File: src/rtl/arith_pkg.sv
// Shared arithmetic-library definitions: serial adder FSM states and the
// legal operand width range.
package arith_pkg;

  typedef enum logic [1:0] {
    IDLE = 2'd0,
    BUSY = 2'd1,
    DONE = 2'd2
  } state_t;

  localparam int WIDTH_MIN = 1;
  localparam int WIDTH_MAX = 64;

  // Bit-step counter width; never below one bit so WIDTH=1 still has a counter.
  function automatic int cnt_width(input int w);
    return (w <= 1) ? 1 : $clog2(w);
  endfunction

endpackage

File: src/rtl/full_adder_cell.sv
// One-bit full adder assembled from two half adders and an OR on the carries.
module half_adder (
  input  logic x,
  input  logic y,
  output logic s,
  output logic c
);
  assign s = x ^ y;
  assign c = x & y;
endmodule

module full_adder_cell (
  input  logic a,
  input  logic b,
  input  logic cin,
  output logic s,
  output logic cout
);
  logic s_ab;
  logic c_ab;
  logic c_sc;

  half_adder u_ha_ab (
    .x (a),
    .y (b),
    .s (s_ab),
    .c (c_ab)
  );

  half_adder u_ha_sc (
    .x (s_ab),
    .y (cin),
    .s (s),
    .c (c_sc)
  );

  assign cout = c_ab | c_sc;
endmodule

File: src/rtl/serial_adder.sv
// Bit-serial WIDTH-bit adder/subtractor: one full-adder cell and a carry flop
// walk the operands LSB first, with valid/ready handshakes on both sides.
module serial_adder
  import arith_pkg::*;
#(
  parameter int WIDTH = 8
) (
  input  logic             clk,
  input  logic             rst,
  input  logic             in_valid,
  output logic             in_ready,
  input  logic [WIDTH-1:0] a,
  input  logic [WIDTH-1:0] b,
  input  logic             sub,
  output logic             out_valid,
  input  logic             out_ready,
  output logic [WIDTH-1:0] sum,
  output logic             cout,
  output logic             overflow
);

  localparam int CW = cnt_width(WIDTH);
  localparam logic [CW-1:0] LAST = CW'(WIDTH - 1);

  if (WIDTH < WIDTH_MIN || WIDTH > WIDTH_MAX) begin : g_bad_width
    $error("serial_adder: WIDTH out of range");
  end

  state_t          state_reg;
  state_t          state_next;
  logic [WIDTH-1:0] a_reg;
  logic [WIDTH-1:0] b_reg;
  logic [WIDTH-1:0] acc_reg;
  logic [WIDTH-1:0] acc_shift;
  logic [WIDTH-1:0] sum_reg;
  logic            carry_reg;
  logic            cout_reg;
  logic            ovf_reg;
  logic [CW-1:0]   cnt_reg;
  logic            fa_s;
  logic            fa_c;
  logic            accept;
  logic            last_step;

  full_adder_cell u_fa (
    .a    (a_reg[0]),
    .b    (b_reg[0]),
    .cin  (carry_reg),
    .s    (fa_s),
    .cout (fa_c)
  );

  // New sum bit enters at the MSB end so the LSB-first result lands in place.
  if (WIDTH == 1) begin : g_acc_one
    assign acc_shift = fa_s;
  end else begin : g_acc_multi
    assign acc_shift = {fa_s, acc_reg[WIDTH-1:1]};
  end

  assign in_ready  = (state_reg == IDLE);
  assign out_valid = (state_reg == DONE);
  assign accept    = in_valid && in_ready;
  assign last_step = (state_reg == BUSY) && (cnt_reg == LAST);

  assign sum      = sum_reg;
  assign cout     = cout_reg;
  assign overflow = ovf_reg;

  always_comb begin
    state_next = state_reg;
    case (state_reg)
      IDLE:    if (accept) state_next = BUSY;
      BUSY:    if (cnt_reg == LAST) state_next = DONE;
      DONE:    if (out_ready) state_next = IDLE;
      default: state_next = IDLE;
    endcase
  end

  always_ff @(posedge clk) begin
    if (rst) begin
      state_reg <= IDLE;
      a_reg     <= '0;
      b_reg     <= '0;
      acc_reg   <= '0;
      sum_reg   <= '0;
      carry_reg <= 1'b0;
      cout_reg  <= 1'b0;
      ovf_reg   <= 1'b0;
      cnt_reg   <= '0;
    end else begin
      state_reg <= state_next;
      if (accept) begin
        // Subtraction is a + ~b + 1: invert B and preload the carry with sub.
        a_reg     <= a;
        b_reg     <= sub ? ~b : b;
        carry_reg <= sub;
        cnt_reg   <= '0;
        acc_reg   <= '0;
      end else if (state_reg == BUSY) begin
        a_reg     <= a_reg >> 1;
        b_reg     <= b_reg >> 1;
        carry_reg <= fa_c;
        acc_reg   <= acc_shift;
        cnt_reg   <= cnt_reg + 1'b1;
        if (last_step) begin
          sum_reg  <= acc_shift;
          cout_reg <= fa_c;
          ovf_reg  <= carry_reg ^ fa_c;
        end
      end
    end
  end

endmodule
File: config.mk
export PLATFORM = sky130hd
export DESIGN_NAME = serial_adder
export DESIGN_NICKNAME = d
export VERILOG_FILES = /design/src/rtl/arith_pkg.sv /design/src/rtl/full_adder_cell.sv /design/src/rtl/serial_adder.sv
export SDC_FILE = /design/constraint.sdc
export NUM_CORES = 1
export LEC_CHECK = 0
export CAP_MARGIN = 20
export CORE_UTILIZATION = 50
export CTS_CLUSTER_DIAMETER = 150
export DETAILED_ROUTE_END_ITERATION = 10
export PLACE_DENSITY = 0.8
export SETUP_SLACK_MARGIN = 0.5
export SLEW_MARGIN = 25
export SYNTH_ARGS = -nofsm -noshare
export SYNTH_HDL_FRONTEND = slang
export SYNTH_HIERARCHICAL = 1
export SYNTH_SLANG_ARGS = --single-unit
File: constraint.sdc
create_clock -name clk -period 3.09 [get_ports clk]
set_input_delay 0.618 -clock clk [delete_from_list [all_inputs] [get_ports clk]]
set_output_delay 0.618 -clock clk [all_outputs]
set_load 0.05 [all_outputs]
**After elaboration in Yosys (flattened, before gate mapping)**

Cells that the tools add are included.

- Add/sub/neg operators: 1
- Equality and inequality tests: 6
- Muxes and demuxes: 11
- Bitwise gates (word level): 8
- Reduce and logical (&&, ||, !) cells: 7

Operators by type and width:

| kind | number |
|---|---|
| $mux 8 | 5 |
| $not 8->8 | 1 |
| $mux 2 | 3 |
| $pmux 2 s3 | 1 |
| $reduce_and 3->1 | 2 |
| $ne 2x1->1 const B | 2 |
| $add 3x1->3 const B | 1 |
| $eq 3x3->1 const B | 1 |
| $xor 1x1->1 | 3 |
| $and 1x1->1 | 2 |
| $eq 2x1->1 const B | 1 |
| $eq 2x2->1 const B | 1 |
| $logic_and 1x1->1 | 2 |
| $logic_not 2->1 | 1 |
| $mux 1 | 2 |
| $ne 2x2->1 const B | 1 |
| $reduce_bool 2->1 | 1 |
| $reduce_or 2->1 | 1 |
| $not 1->1 | 1 |
| $or 1x1->1 | 1 |

- Flip-flop bits (word level): 40
- Input port bits: 21
- Output and inout bits: 12
- Logic and storage cells: 42

**Depth between registers and ports, before layout**

Gate-level depths: netlist (run 1).

- Depth in word-level cells: 5
- Depth in mapped cells: 6

**Modules after synthesis**

Netlist (run 1), hierarchy kept.

By module, submodules not included:

| module | times used | cells each | area an instance (µm²) | sequential area each (µm²) |
|---|---|---|---|---|
| serial_adder | 1 | 196 | 1696.6 | 780.7 |
| half_adder | 2 | 1 | 12.5 | 0.0 |
| full_adder_cell | 1 | 1 | 6.3 | 0.0 |

**Worst setup path before layout (run 1)**

No wires, ideal clock.

- Kind: reg2out
- From: register state_reg[1]
- To: output port out_valid
- Data arrival time: 1.300 ns
- Required time: 2.472 ns
- Setup slack: 1.172 ns
- Cell stages (with the launch flop): 3
- Cells stage by stage: dfxtp_1 buf_2 nor2b_1

- Cells in the longest elaborated chain, start to end: 1

Ends and longest elaborated chain:

| element | line | source |
|---|---|---|
| start: declaration | serial_adder.sv:29 | `state_t state_reg;` |
| start signal: assignment | serial_adder.sv:91 | `state_reg <= state_next;` |
| $eq 2x2->1 | serial_adder.sv:61 | `assign out_valid = (state_reg == DONE);` |
| end: declaration | serial_adder.sv:15 | `output logic out_valid,` |

No other way between the ends.

**Worst setup path after layout (run 1)**

Ends and elaborated chain as after synthesis.

==> PnR_summary.wiki, run 1 <==
{| class="wikitable"
! Metric !! Value
|-
| Final count of negative-setup-slack endpoints || 0
|-
| Largest buffer count on any clock path || 2
|-
| RSZ-0062 raised after global routing || false
|-
| Final period demand of the worst path || 2.35 ns
|-
| Post-route worst setup slack || 0.740 ns
|-
| PwrDens || 454 mW/mm2
|-
| Clock transition at the registers of the reported paths || 0.11 ns
|-
| Required time at the worst-slack endpoint || 2.47 ns
|-
| Outcome || finished, final reports clean
|-
| Register bit count reported by yosys || 39
|-
| Yosys warning count || 6
|-
| # H-tree levels || 2
|-
| Number of I/O pins || 33
|-
| Max-cap violation count || 0
|-
| Setup TNS || 0 ns
|-
| Synth async-reset ratio || 0%
|-
| Remaining max-slew budget at the tightest pin || 54.6%
|-
| Fraction of final layout cells sized beyond drive strength 1 || 8.44%
|-
| Critical Path Fanout Max || 15
|-
| Wire length of the first global-routing pass || 5580 um
|-
| Max Transition Viols Final || 0
|-
| Largest area contributor in the netlist || dfxtp_1
|-
| Maximum clock frequency || 426 MHz
|-
| Arrival @ worst endpoint || 1.73 ns
|-
| Top flip-flop cell by instance count after synthesis || dfxtp_1
|-
| Worst vdd ir || 0.288 mV
|-
| Total of buffers placed on input and output ports || 32
|-
| Antenna violations before repair || 0
|-
| Worst Setup Path Type || flip-flop to output pin
|-
| Pin count of the biggest net entering global routing || 20
|-
| Register-to-register setup slack || 1.11 ns
|-
| Overall via count from detail_route || 1,398
|-
| Syn_nets || 224
|-
| Number of distinct standard cells referenced by the synthesized netlist || 30
|-
| Final estimated routing congestion in global placement || 0.727
|-
| Routed wire length || 3260 um
|-
| CTS Sinks || 39
|-
| Horizontal die dimension || 60.8 um
|-
| Row count || 20
|-
| Net count reported at finish || 250
|-
| Final count of hold timing violations || 0
|-
| Chip Height || 60.8 um
|-
| Number of global-route vias before repair || 1,224
|-
| Overflow left after global routing || 0
|-
| Tot GR Track Use || 20.8%
|-
| Area added between synthesis and finish || 20.1%
|-
| Period utilization || 76.1%
|-
| Setup slack at placement || 0.738 ns
|-
| Initial DRC count || 59
|-
| Gate count of the mapped netlist || 199
|-
| Largest cells by area after synthesis || dfxtp_1 45%, nand2_1 10%, a21oi_1 7.5%, nor2_1 5.2%, xnor2_1 4.6%
|-
| Via/cell ratio || 5.20
|-
| DRC violations left || 0
|-
| Die Footprint || 0.00369 mm2
|-
| Placeable core region || 0.00315 mm2
|-
| Area share of the largest cell type after synthesis || 45.2%
|-
| Avg Inst Size Synth || 8.68 um2
|-
| Post-detailed-placement half-perimeter wirelength || 2230 um
|-
| Path class of the lowest-slack min-delay path || flip-flop to flip-flop
|-
| Antenna Nets Post-Route || 0
|-
| Total inserted antenna cells || 0
|-
| Most frequent cells after synthesis || 47 x nand2_1, 39 x dfxtp_1, 26 x a21oi_1, 24 x nor2_1, 9 x xnor2_1
|-
| Number of flops mapped to enable cells by yosys || 0
|-
| Critical path endpoint category || output pin
|-
| Root buffer cell || clkbuf_4
|-
| Mean routed wirelength per cell || 12.1 um
|-
| Critical Path Start Type || flip-flop
|-
| Leak || 0.744 nW
|-
| Clock buffer count from CTS || 5
|-
| Clock latency on the worst-skew pair || 0.34 ns
|-
| Clock tree from TritonCTS || built
|-
| Initial Util || 54.8%
|-
| Cell area after synthesis || 0.00173 mm2
|-
| Fraction of the yosys area taken by sequential cells || 45.2%
|-
| Slew of the pin with the lowest slew margin || 0.681 ns
|-
| TritonRoute pass-1 iters || 4
|-
| Dominant cell by count in the synthesized netlist || nand2_1
|-
| Worst clock skew || 0.00830 ns
|-
| Number of fill cells in the layout || 284
|}
final cells by class:
cell class	count	area, um2	share of cell area (%)
Clock buffer	6	51.3	2.47
Clock inverter	1	5.00	0.241
Inverter	2	7.51	0.362
Multi-Input combinational cell	144	846	40.8
Sequential cell	39	781	37.6
Tap cell	44	55.1	2.65
Timing Repair Buffer	33	329	15.9
path summary, 6_finish.rpt:
path,from,cells after the start,to
hold / removal,sum[0],2,sum[0]
hold reg to reg,sum[0],2,sum[0]
setup reg to reg,state_reg[1],3,b_reg[0]
setup / recovery,state_reg[1],2,out_valid
layer usage:
layer  routed length [um]  global-route usage, %
met3                  150                   7.68
met1                 1600                   27.8
met5                    0                      0
met2                 1480                   31.7
met4                   34                   5.84
cells in the final DEF (no fill, tap or decap), types with 2 or more instances in the layout:
| cell | Yosys | routed |
|---|---|---|
| clkbuf_4 | 0 | 5 |
| inv_1 | 2 | 2 |
| dfxtp_1 | 39 | 39 |
| nand2_1 | 47 | 47 |
| nor2_1 | 24 | 24 |
| ha_1 | 4 | 4 |
| clkdlybuf4s50_1 | 0 | 30 |
| nand3_1 | 2 | 2 |
| a311oi_2 | 5 | 5 |
| a221o_1 | 7 | 7 |
| nand2b_1 | 4 | 4 |
| xnor2_1 | 9 | 9 |
| a21oi_1 | 26 | 26 |
| o221a_2 | 2 | 2 |
timing repair:
item	CTS	global route
hold buffers	0	0
resized for setup	1	1
setup buffers	0	0
pin swaps	0	0
endpoints found under the setup margin	1	1
stage by stage:
stage	util, %	instances	hold WS, ns	instance area, um2	total power, mW
floorplan	-	199	0.432	1730	0.651
global placement	64.0	262	0.444	2020	0.685
detailed placement	64.0	262	0.448	2020	0.688
CTS	65.7	269	0.463	2070	0.945
global route	65.8	269	0.482	2070	0.987
finish	65.8	269	0.460	2070	0.942
report_power, final:
part / switching, mW / leakage (nW) / internal (mW)
Combinational: 0.0667 / 0.392 / 0.0677
Clock: 0.159 / 0.0341 / 0.105
Sequential: 0.0173 / 0.318 / 0.525
logic make-up after synthesis:
| logic type | after synthesis | synth area share [%] |
|---|---|---|
| simple gates | 86 | 21.8 |
| compound gates | 44 | 19.2 |
| flops | 39 | 45.2 |
| buf+inv | 16 | 5.87 |
| xor+xnor | 10 | 5.07 |
| fa+ha+maj | 4 | 2.90 |
worst max-delay path, cell delays in order, from the launching register on:
cell	delay (ns)
dfxtp_1	0.59
nor2b_1	0.25
dlygate4sd2_1	0.55
No activity file was read; power rests on OpenSTA's default activity.
==> run 2: changes to the inputs <==
clock period = 2.3 ns   (was 3.09 ns; I/O delays follow)
==> run 2 against run 1 <==
- first-iteration DRC count up 20%
- global-route usage down 0.64 points
- non-clock buffer count up 5
- die area unchanged
- final area up 1.9%
- setup slack worse by 0.14 ns
- combinational power up 43%
- total power up 40%
- register-to-register slack worse by 0.36 ns
- count of clock-buffer cells in the layout up 2
- largest cell class unchanged
==> PnR_summary.wiki, run 2 (synthesized netlist as in run 1, its figures left out) <==
{| class="wikitable"
! Metric !! Value
|-
| Critical Path Start Type || flip-flop (unchanged)
|-
| Placement Cell Area || 0.00205 mm2 (was 0.00202 mm2)
|-
| Largest buffer count on any clock path || 2 (unchanged)
|-
| RSZ-0062 raised after global routing || false (unchanged)
|-
| Cts repair resizes || 13 (was 1)
|-
| Number of I/O pins || 33 (unchanged)
|-
| Design Power || 1.32 mW (was 0.942 mW)
|-
| # H-tree levels || 2 (unchanged)
|-
| Critical path's largest stage delay || 0.35 ns (was 0.59 ns)
|-
| Required time at the worst-slack endpoint || 1.84 ns (was 2.47 ns)
|-
| Mean routed wirelength per cell || 11.9 um (was 12.1 um)
|-
| TritonRoute pass-1 iters || 4 (unchanged)
|-
| Placeable core region || 0.00315 mm2 (unchanged)
|-
| Post-route worst hold slack || 0.457 ns (was 0.460 ns)
|-
| Root buffer cell || clkbuf_4 (unchanged)
|-
| Worst-path cell with the longest stage delay || dfxtp_1 (unchanged)
|-
| Die Footprint || 0.00369 mm2 (unchanged)
|-
| Layout Cell Area excl Fill || 0.00211 mm2 (was 0.00207 mm2)
|-
| Overall via count from detail_route || 1,419 (was 1,398)
|-
| Pin count of the biggest net entering global routing || 16 (was 20)
|-
| Outcome || finished, final reports clean (unchanged)
|-
| Worst Setup Path Type || flip-flop to output pin (unchanged)
|-
| Maximum clock frequency || 589 MHz
|-
| Period utilization || 73.8%
|-
| Setup TNS || 0 ns (unchanged)
|-
| Fraction of final layout cells sized beyond drive strength 1 || 11.7% (was 8.44%)
|-
| Post-route worst setup slack || 0.602 ns (was 0.740 ns)
|-
| Worst vdd ir || 0.432 mV (was 0.288 mV)
|-
| Leak || 0.815 nW (was 0.744 nW)
|-
| DRC violations left || 0 (unchanged)
|-
| Total of buffers placed on input and output ports || 32 (unchanged)
|-
| Instance count after placement with tap cells included || 267 (was 262)
|-
| Tot GR Track Use || 20.1% (was 20.8%)
|-
| Hold-fix buffer count after cts || 0 (unchanged)
|-
| Chip Height || 60.8 um (unchanged)
|-
| Final count of negative-setup-slack endpoints || 0 (unchanged)
|-
| Clock tree from TritonCTS || built (unchanged)
|-
| Antenna violations before repair || 0 (unchanged)
|-
| Max-cap violation count || 0 (unchanged)
|-
| Commonest non-fill, non-tap cell in the layout || nand2_1 (unchanged)
|-
| Arrival @ worst endpoint || 1.24 ns (was 1.73 ns)
|-
| Critical Path Fanout Max || 14 (was 15)
|-
| Final period demand of the worst path || 1.70 ns
|-
| Slew of the pin with the lowest slew margin || 0.504 ns (was 0.681 ns)
|-
| Clock latency on the worst-skew pair || 0.36 ns (was 0.34 ns)
|-
| Clock buffer count from CTS || 5 (unchanged)
|-
| Clock transition at the registers of the reported paths || 0.11 ns (about the same)
|-
| Via/cell ratio || 5.16 (was 5.20)
|-
| Max Transition Viols Final || 0 (unchanged)
|-
| Antenna Nets Post-Route || 0 (unchanged)
|-
| Wire length of the first global-routing pass || 5350 um (was 5580 um)
|-
| Ordered cell list for the critical path || buf_4 -> nor2b_4 -> buf_6 (was nor2b_1 -> dlygate4sd2_1)
|-
| Routed wire length || 3270 um (was 3260 um)
|-
| Horizontal die dimension || 60.8 um (unchanged)
|-
| Overflow left after global routing || 0 (unchanged)
|-
| Final count of hold timing violations || 0 (unchanged)
|-
| Worst clock skew || 0.00565 ns (was 0.00830 ns)
|-
| CTS Sinks || 39 (unchanged)
|-
| Initial Util || 54.8% (unchanged)
|-
| Final estimated routing congestion in global placement || 0.738 (was 0.727)
|-
| Number of global-route vias before repair || 1,204 (was 1,224)
|-
| Final core utilization || 67.1% (was 65.8%)
|-
| Path class of the lowest-slack min-delay path || flip-flop to flip-flop (unchanged)
|-
| Total buffers and inverters traversed by the critical path || 2 (was 1)
|-
| Initial DRC count || 71 (was 59)
|-
| Critical path endpoint category || output pin (unchanged)
|-
| Post-detailed-placement half-perimeter wirelength || 2320 um (was 2230 um)
|-
| Setup slack at placement || 0.326 ns (was 0.738 ns)
|-
| Total inserted antenna cells || 0 (unchanged)
|-
| Remaining max-slew budget at the tightest pin || 66.4% (was 54.6%)
|-
| Row count || 20 (unchanged)
|-
| PwrDens || 624 mW/mm2 (was 454 mW/mm2)
|-
| Net count reported at finish || 255 (was 250)
|-
| Final non-filler cell total || 275 (was 269)
|-
| Area added between synthesis and finish || 22.4% (was 20.1%)
|-
| Setup Fix Bufs, Post-CTS || 0 (unchanged)
|-
| Kind of cell adding the most delay to the critical path || flip-flops (unchanged)
|-
| Leading cell types in the layout, fill and taps excluded || 47 x nand2_1, 39 x dfxtp_1, 26 x a21oi_1 (was 47 x nand2_1, 39 x dfxtp_1, 30 x clkdlybuf4s50_1)
|}
-- run 2: routing by layer --
metal	up-vias	track usage, %	part of all wire [%]
li1	738	-	-
met1	653	25.9	50
met2	20	30.0	45
met3	8	8.10	3.0
met4	0	8.44	2.3
met5	-	0	0
-- run 2: path summary, 6_finish.rpt --
path / to / cells after the start / startpoint / slack [ns]
worst max-delay path: out_valid / 3 / state_reg[1] / 0.60
worst max register to register: b_reg[4] / 4 / state_reg[1] / 0.75
worst min register to register: sum[7] / 2 / sum[7] / 0.46
worst min-delay path: sum[7] / 2 / sum[7] / 0.46
-- run 2: cell type report --
| class | instances | area (um2) |
|---|---|---|
| fill | 289 | 1040 |
| sequential | 39 | 781 |
| tap | 44 | 55.1 |
| multi-input combinational | 144 | 853 |
| inverter | 2 | 7.51 |
| clock buffer | 8 | 68.8 |
| timing repair buffer | 38 | 349 |
-- run 2: where the power goes --
part	total [mW]	switching [mW]	internal [mW]	leakage (nW)
Combinational	0.192	0.0959	0.0959	0.459
Sequential	0.725	0.0190	0.706	0.318
Clock	0.403	0.223	0.180	0.0386
Total	1.32	0.338	0.982	0.815
-- run 2: worst min-delay path, stage by stage, from the launching register on --
cell and delay, ns:
dfxtp_1 0.32, nand2_1 0.05, a21oi_1 0.05
==> run 3: changes to the inputs <==
clock period = 1.6 ns   (was 2.3 ns; I/O delays follow)
==> run 3 against run 2 <==
- combinational power increased to 2.9 times the previous value
- worst hold slack improved by 0.060 ns
- flip-flop and latch count unchanged
- final area rose by 45%
- via count is 47% higher
- sequential power is 46% higher
- non-clock buffer count up 46
- cell count increased by 17%
- utilization up 30 points
- register-to-register slack got worse by 0.65 ns
- sequential share of layout area down 10 points
- global-route usage is 19 points higher
- critical path type unchanged
- critical endpoint unchanged
==> PnR_summary.wiki, run 3 (synthesized netlist as in run 1, its figures left out) <==
{| class="wikitable"
! Metric !! Value
|-
| Slew of the pin with the lowest slew margin || 0.364 ns (was 0.504 ns)
|-
| CTS Sinks || 39 (unchanged)
|-
| Horizontal die dimension || 60.8 um (unchanged)
|-
| Fraction of final layout cells sized beyond drive strength 1 || 61.2% (was 11.7%)
|-
| Die Footprint || 0.00369 mm2 (unchanged)
|-
| Clock latency on the worst-skew pair || 0.38 ns (was 0.36 ns)
|-
| Design Power || 2.17 mW (was 1.32 mW)
|-
| DRC violations left || 0 (unchanged)
|-
| Arrival @ worst endpoint || 1.20 ns (was 1.24 ns)
|-
| Post-detailed-placement half-perimeter wirelength || 2770 um (was 2320 um)
|-
| Routed wire length || 8590 um (was 3270 um)
|-
| Placeable core region || 0.00315 mm2 (unchanged)
|-
| Outcome || finished, final reports clean (unchanged)
|-
| Required time at the worst-slack endpoint || 1.28 ns (was 1.84 ns)
|-
| Period utilization || 94.9%
|-
| Hold-fix buffer count after cts || 0 (unchanged)
|-
| # H-tree levels || 2 (unchanged)
|-
| Wire length of the first global-routing pass || 10,100 um (was 5350 um)
|-
| Worst-path cell with the longest stage delay || dfxtp_4 (was dfxtp_1)
|-
| Worst vdd ir || 0.535 mV (was 0.432 mV)
|-
| Maximum clock frequency || 659 MHz
|-
| Critical path endpoint category || output pin (unchanged)
|-
| Total inserted antenna cells || 0 (unchanged)
|-
| Critical Path Start Type || flip-flop (unchanged)
|-
| Number of I/O pins || 33 (unchanged)
|-
| Worst clock skew || 0.0109 ns (was 0.00565 ns)
|-
| Antenna Nets Post-Route || 0 (unchanged)
|-
| RSZ-0062 raised after global routing || true (was false)
|-
| Commonest non-fill, non-tap cell in the layout || buf_4 (was nand2_1)
|-
| Clock tree from TritonCTS || built (unchanged)
|-
| Pin count of the biggest net entering global routing || 12 (was 16)
|-
| Net count reported at finish || 302 (was 255)
|-
| Clock buffer count from CTS || 5 (unchanged)
|-
| Tot GR Track Use || 39.5% (was 20.1%)
|-
| Post-route worst hold slack || 0.517 ns (was 0.457 ns)
|-
| Final estimated routing congestion in global placement || 0.752 (was 0.738)
|-
| Largest buffer count on any clock path || 2 (unchanged)
|-
| PwrDens || 706 mW/mm2 (was 624 mW/mm2)
|-
| Total of buffers placed on input and output ports || 32 (unchanged)
|-
| Via/cell ratio || 6.49 (was 5.16)
|-
| TritonRoute pass-1 iters || 7 (was 4)
|-
| Total buffers and inverters traversed by the critical path || 1 (was 2)
|-
| Row count || 20 (unchanged)
|-
| Ordered cell list for the critical path || nor2b_4 -> buf_12 (was buf_4 -> nor2b_4 -> buf_6)
|-
| Leading cell types in the layout, fill and taps excluded || 32 x buf_4, 23 x nand2_1, 23 x dfxtp_1 (was 47 x nand2_1, 39 x dfxtp_1, 26 x a21oi_1)
|-
| Setup slack at placement || -0.182 ns (was 0.326 ns)
|-
| Max-cap violation count || 0 (unchanged)
|-
| Final count of hold timing violations || 0 (unchanged)
|-
| Critical path's largest stage delay || 0.43 ns (was 0.35 ns)
|-
| Kind of cell adding the most delay to the critical path || flip-flops (unchanged)
|-
| Initial Util || 54.8% (unchanged)
|-
| Leak || 1.21 nW (was 0.815 nW)
|-
| Critical Path Fanout Max || 6 (was 14)
|-
| Final count of negative-setup-slack endpoints || 0 (unchanged)
|-
| Root buffer cell || clkbuf_4 (unchanged)
|-
| Path class of the lowest-slack min-delay path || flip-flop to flip-flop (unchanged)
|-
| Chip Height || 60.8 um (unchanged)
|-
| Max Transition Viols Final || 0 (unchanged)
|-
| Clock transition at the registers of the reported paths || 0.13 ns (was 0.11 ns)
|-
| Remaining max-slew budget at the tightest pin || 75.6% (was 66.4%)
|-
| Overall via count from detail_route || 2,090 (was 1,419)
|-
| Area added between synthesis and finish || 77.9% (was 22.4%)
|-
| Final period demand of the worst path || 1.52 ns
|-
| Worst Setup Path Type || flip-flop to output pin (unchanged)
|-
| Post-route worst setup slack || 0.0823 ns (was 0.602 ns)
|-
| Number of global-route vias before repair || 1,952 (was 1,204)
|-
| Antenna violations before repair || 0 (unchanged)
|-
| Mean routed wirelength per cell || 26.7 um (was 11.9 um)
|-
| Overflow left after global routing || 0 (unchanged)
|-
| Initial DRC count || 256 (was 71)
|}
==> run 3: changes by cell type in the layout (fill, tap and decap cells not counted), moves of 13 or more <==
| cell | before | now |
|---|---|---|
| nand2_1 | 47 | 23 |
| buf_4 | 6 | 32 |
| dfxtp_1 | 39 | 23 |
| buf_6 | 1 | 14 |
| nor2_1 | 24 | 11 |
| a21oi_2 | 0 | 20 |
| a21oi_1 | 26 | 5 |
==> run 3: power by group <==
group          total, mW  switching (mW)  internal [mW]
Sequential          1.06          0.0517           1.01
Clock              0.547           0.375          0.172
Combinational      0.563           0.282          0.281
==> run 3: tightest hold or removal path, stage by stage (launching register included) <==
cell	delay [ns]
dfxtp_2	0.36
nand2_2	0.07
a21oi_2	0.05
==> run 3: area by class of cell <==
type,count,area [um2]
Fill cell,45,78.8
Clock buffer,7,45.0
Clock inverter,1,5.00
Multi-Input combinational cell,145,1260
Sequential cell,39,816
Tap cell,44,55.1
Timing Repair Buffer,84,888
Inverter,2,7.51
==> run 3: timing repair <==
action,in CTS,in global routing
setup endpoints to repair,51,50
cloned,5,0
resized for setup,70,61
buffers inserted,25,11
pin swaps,13,42
hold endpoints to repair,0,0
==> run 3: per-stage QoR <==
| stage | instance area, um2 | setup TNS [ns] | utilization (%) | std cells |
|---|---|---|---|---|
| 2_1_floorplan | 1910 | 0 | - | 199 |
| 3_3_place_gp | 2260 | -1.50 | 71.7 | 273 |
| 3_5_place_dp | 2260 | -2.50 | 71.7 | 273 |
| 4_1_cts | 2760 | 0 | 87.5 | 311 |
| 5_1_grt | 3070 | -0.0480 | 97.5 | 322 |
| 6_report | 3070 | 0 | 97.5 | 322 |
==> run 3: final timing paths <==
kind                            cells after the start         to  slack [ns]         start
worst max-delay path                                2  out_valid        0.08  state_reg[1]
worst min-delay path                                2     sum[6]        0.52        sum[6]
worst max register to register                      4   b_reg[4]        0.10  state_reg[1]
worst min register to register                      2     sum[6]        0.52        sum[6]
==> run 3: per-layer routing <==
metal  share of wire [%]  GRT usage (%)
met2                  46           63.9
met3                  11           16.0
met1                  37           40.6
met5                   0           5.71
met4                 6.6           29.9
